File: config.mk
export PLATFORM = sky130hd
export DESIGN_NAME = fuel_sum_unit
export DESIGN_NICKNAME = d
export VERILOG_FILES = /design/src/rtl/fuel_sum_unit.sv
export SDC_FILE = /design/constraint.sdc
export NUM_CORES = 1
export LEC_CHECK = 0
export BUFFER_PORTS_ARGS = -buffer_cell sky130_fd_sc_hd__buf_4
export CORE_AREA = 2 2 148 150
export DETAILED_ROUTE_END_ITERATION = 7
export DIE_AREA = 0 0 150 152
export HOLD_SLACK_MARGIN = 0.15
export PLACE_DENSITY_LB_ADDON = 0.08
export SLEW_MARGIN = 0
export SYNTH_ARGS = -nofsm -noshare
export SYNTH_HDL_FRONTEND = slang
export SYNTH_SLANG_ARGS = --single-unit
File: constraint.sdc
create_clock -name clk -period 12.2 [get_ports clk]
set_clock_uncertainty 0.15 [all_clocks]
set_input_delay 0.61 -clock clk [delete_from_list [all_inputs] [get_ports clk]]
set_output_delay 0.61 -clock clk [all_outputs]
set_load 0.05 [all_outputs]
File: src/rtl/fuel_sum_unit.sv
// Bit-serial fuel accumulator: fuel = max(floor(mass/3) - 2, 0), summed per batch.
// Define FUEL_SUM_RECURSIVE_EN to feed each nonzero fuel back as a new mass (Part 2 mode).
module fuel_sum_unit #(
  parameter int unsigned WIDTH     = 32,
  parameter int unsigned SUM_WIDTH = 48
) (
  input  logic                 clk,
  input  logic                 rst,
  input  logic [WIDTH-1:0]     Mass_In,
  input  logic                 Mass_Valid,
  input  logic                 Last,
  output logic                 Mass_Ready,
  output logic [SUM_WIDTH-1:0] Sum_Out,
  output logic                 Sum_Valid,
  output logic                 Busy
);

  localparam int unsigned CntW = $clog2(WIDTH + 1);

  typedef enum logic [2:0] {StIdle, StDiv, StSub, StAcc, StDone} state_e;

  state_e               state_q, state_d;
  logic [WIDTH-1:0]     dividend_q, quot_q, fuel_q;
  logic [1:0]           rem_q;
  logic [CntW-1:0]      cnt_q;
  logic                 last_q;
  logic [SUM_WIDTH-1:0] sum_q;

  logic                       accept;
  logic [2:0]                 trial;
  logic                       q_bit;
  logic [1:0]                 rem_next;
  logic                       div_last;
  logic                       again;
  logic [SUM_WIDTH+WIDTH-1:0] fuel_wide;
  logic [SUM_WIDTH-1:0]       fuel_ext;

  assign accept   = Mass_Valid && Mass_Ready;
  // Restoring divide-by-3 step: remainder shifted left with the next dividend bit.
  assign trial    = {rem_q, dividend_q[WIDTH-1]};
  assign q_bit    = (trial >= 3'd3);
  assign rem_next = q_bit ? 2'(trial - 3'd3) : trial[1:0];
  assign div_last = (cnt_q == CntW'(WIDTH - 1));
  // Zero-extend or truncate fuel to the accumulator width.
  assign fuel_wide = {{SUM_WIDTH{1'b0}}, fuel_q};
  assign fuel_ext  = fuel_wide[SUM_WIDTH-1:0];

`ifdef FUEL_SUM_RECURSIVE_EN
  assign again = (fuel_q != '0);
`else
  assign again = 1'b0;
`endif

  always_ff @(posedge clk or posedge rst) begin
    if (rst) begin
      state_q <= StIdle;
    end else begin
      state_q <= state_d;
    end
  end

  always_comb begin
    state_d = state_q;
    unique case (state_q)
      StIdle, StDone: if (accept) state_d = StDiv;
      StDiv:          if (div_last) state_d = StSub;
      StSub:          state_d = StAcc;
      StAcc: begin
        if (again)       state_d = StDiv;
        else if (last_q) state_d = StDone;
        else             state_d = StIdle;
      end
      default:        state_d = StIdle;
    endcase
  end

  always_comb begin
    Mass_Ready = (state_q == StIdle) || (state_q == StDone);
    Busy       = !Mass_Ready;
    Sum_Valid  = (state_q == StDone);
    Sum_Out    = sum_q;
  end

  always_ff @(posedge clk or posedge rst) begin
    if (rst) begin
      dividend_q <= '0;
      quot_q     <= '0;
      rem_q      <= '0;
      cnt_q      <= '0;
      last_q     <= 1'b0;
      fuel_q     <= '0;
      sum_q      <= '0;
    end else begin
      case (state_q)
        StIdle, StDone: begin
          if (accept) begin
            dividend_q <= Mass_In;
            last_q     <= Last;
            quot_q     <= '0;
            rem_q      <= '0;
            cnt_q      <= '0;
            if (state_q == StDone) sum_q <= '0;
          end
        end
        StDiv: begin
          dividend_q <= {dividend_q[WIDTH-2:0], 1'b0};
          quot_q     <= {quot_q[WIDTH-2:0], q_bit};
          rem_q      <= rem_next;
          cnt_q      <= cnt_q + CntW'(1);
        end
        StSub: begin
          fuel_q <= (quot_q >= WIDTH'(3)) ? quot_q - WIDTH'(2) : '0;
        end
        StAcc: begin
          sum_q <= sum_q + fuel_ext;
          if (again) begin
            dividend_q <= fuel_q;
            quot_q     <= '0;
            rem_q      <= '0;
            cnt_q      <= '0;
          end
        end
        default: ;
      endcase
    end
  end

endmodule
==> impl_metrics.toml <==
[critical_path]
cp_data_arrival_time_ps = 3530
crit_path_start_kind = "register"
criticalPathCategory = "register to register"
critPathRequiredTime_ps = 12390
cp_max_fo = 15
end_kind = "register"

[grt]
use_met2_pct = 26.9
grtUsageTotal_pct = 18.1
top_usage_layer = "met1"
grt_pass1_vias = 6489
grt_max_degree = 93
antenna_found_initial = 0
met1_usage_pct = 27.3
grt_pass1_wl_mm = 33.5
met3_usage_pct = 3.18
overflow = 0

[power]
irDropWorstVdd_uv = 87.0
power.total_uw = 2290
p_per_area_nw_per_um2 = 232
power_leakage_uw = 0.00447

[final_layout]
nFillCells = 2118
drive_gt1_share_pct = 14.5
regArea_sq_um = 3900
fin_cells = 1271
multi_input_area_sq_um = 4200
final_common_cell = "dfrtp_1"
area_growth_pct = 17.5
nNetsFinal = 1051
antenna_cells = 0
final_cell_mix = "dfrtp_1, nand2_1, buf_4"

[routing]
drc = 0
wl_per_cell_um = 15.8
vias = 6753
firstDrtPassIters = 5
drtIter0Drc = 336
ant_nets = 0
vias_per_cell = 5.31
wirelength_mm = 20.1

[yosys]
synth_nets = 990
synth_flop_cell = "dfrtp_1"
synth_area_sq_um = 8380
ys_ff_latch = 156
synth_edf_count = 0
synthArstFlopShare_pct = 100
avgSynthCellArea_sq_um = 9.13
synth_cells = 918
yosys_warnings = 0
ys_seq_area_share_pct = 46.6
synth_cell_types = 57
synth_area_leaders = "dfrtp_1, nand2_1, ha_1, o21ai_0, xnor2_1"
netlist.area_leader.share_pct = 46.6
yosysTopAreaCell = "dfrtp_1"

[run_status]
status = "finished, final reports clean"

[flow_run]
drv_cap = 0

[clock_network]
cts.sinks = 156
numCtsBuffers = 17
clk_path_buf_depth = 2
post_cts_buffers = 0
h-tree-depth = 4
clk_pin_slew_ps = 70
cts_tree = "built"
clk_latency_ps = 420
cts_hold_buf = 0
cts_root_buffer = "clkbuf_16"
cts_resized = 0

[die]
initial_utilization_pct = 39.3
ios = 87
fp.dieH_um = 152
core_area_sq_um = 21400
die_area_sq_um = 22800
num_rows = 54
die_x_um = 150

[sta]
finalCriticalPeriod_ps = 3340
fin_crit_sh_pct = 27.4
fin_ws_ps = 8860
slew_violations = 0
rsz0062_at_grt = "no"
slew_headroom_pct = 24.5
finalHoldViolCount = 0
setup_viol = 0
tightest_slew_ps = 1130
fin_setup_tns_ps = 0
max_freq_mhz = 299

[placement]
io_buffers = 86
routabilityCongestion = 0.820
dp_cells = 1240
pre_cts_ws_ps = 8850
dp_hpwl_mm = 13.7

[worst_hold_path]
hold_path_class = "input pin to asynchronous set/reset pin"
==> sequential cells by signal, summed over array words and instances (netlist names) <==
register / flops
Sum_Out: 48
cnt_q: 6
dividend_q: 32
fuel_q: 32
last_q: 1
quot_q: 32
rem_q: 2
state_q: 3
==> cells by family after synthesis <==
| logic type | Yosys count | share of synthesized area, % |
|---|---|---|
| AND/OR/NAND/NOR | 335 | 18.4 |
| flip-flops | 156 | 46.6 |
| XOR/XNOR | 58 | 6.06 |
| adder cells (fa/ha/maj) | 36 | 5.46 |
| AO/OA/AOI/OAI | 254 | 19.0 |
| buffers and inverters | 70 | 3.37 |
| multiplexers | 9 | 1.07 |
==> cell type report <==
type | count | area share [%]
multi-input cells | 692 | 42.7
clock inverters | 12 | 1.61
clock buffers | 19 | 4.60
flip-flops and latches | 156 | 39.6
repair buffers | 95 | 7.24
well taps | 280 | 3.56
inverters | 17 | 0.699
==> critical path, cell delays in order, from the launching register on <==
cell and delay (ps):
dfrtp_1 400, ha_1 340, o21ai_1 90, o21ai_1 210, nand2_1 150, o21ai_2 310, a21oi_2 150, o31ai_4 390
a31oi_2 350, or4_1 590, a21oi_1 140
==> layer usage <==
metal | wire, um | up-vias
li1 | - | 3403
met1 | 10300 | 3224
met2 | 8940 | 115
met3 | 728 | 11
met4 | 142 | 0
met5 | 0 | -
==> stage by stage <==
step | cell area (sq um) | hold slack [ps] | utilization (%)
floorplan | 8380 | 296 | -
global placement | 9240 | 320 | 43.3
detailed placement | 9240 | 322 | 43.3
CTS | 9850 | 224 | 46.1
global route | 9850 | 238 | 46.1
finish | 9850 | 223 | 46.1
==> final timing paths <==
check / to / slack, ps / startpoint / cells after the start
min reg2reg: fuel_q[6] / 340 / fuel_q[6] / 2
min: Sum_Out[44] / 220 / rst / 2
min in group clk: last_q / 240 / Last / 3
max: Sum_Out[37] / 8860 / Sum_Out[3] / 10
max reg2reg: Sum_Out[37] / 8860 / Sum_Out[3] / 10
max in group asynchronous: fuel_q[11] / 10320 / rst / 3
==> cell usage after synthesis (16+ instances only) <==
cell type and number:
dfrtp_1 156, o21ai_0 65, a31oi_1 29, clkbuf_1 42
xor2_1 25, nor2_1 69, a22o_1 31, xnor2_1 33
nand3_1 41, nand2_1 148, a21o_1 18, o21ai_1 26
ha_1 35, inv_1 16, a21oi_1 41
==> power breakdown <==
part / leakage (uW) / internal [uW] / switching (uW)
registers: 0.00183 / 684 / 164
clock network: 0.000297 / 335 / 222
logic: 0.00234 / 353 / 529
Note: power is estimated with default switching activity, not from simulation.
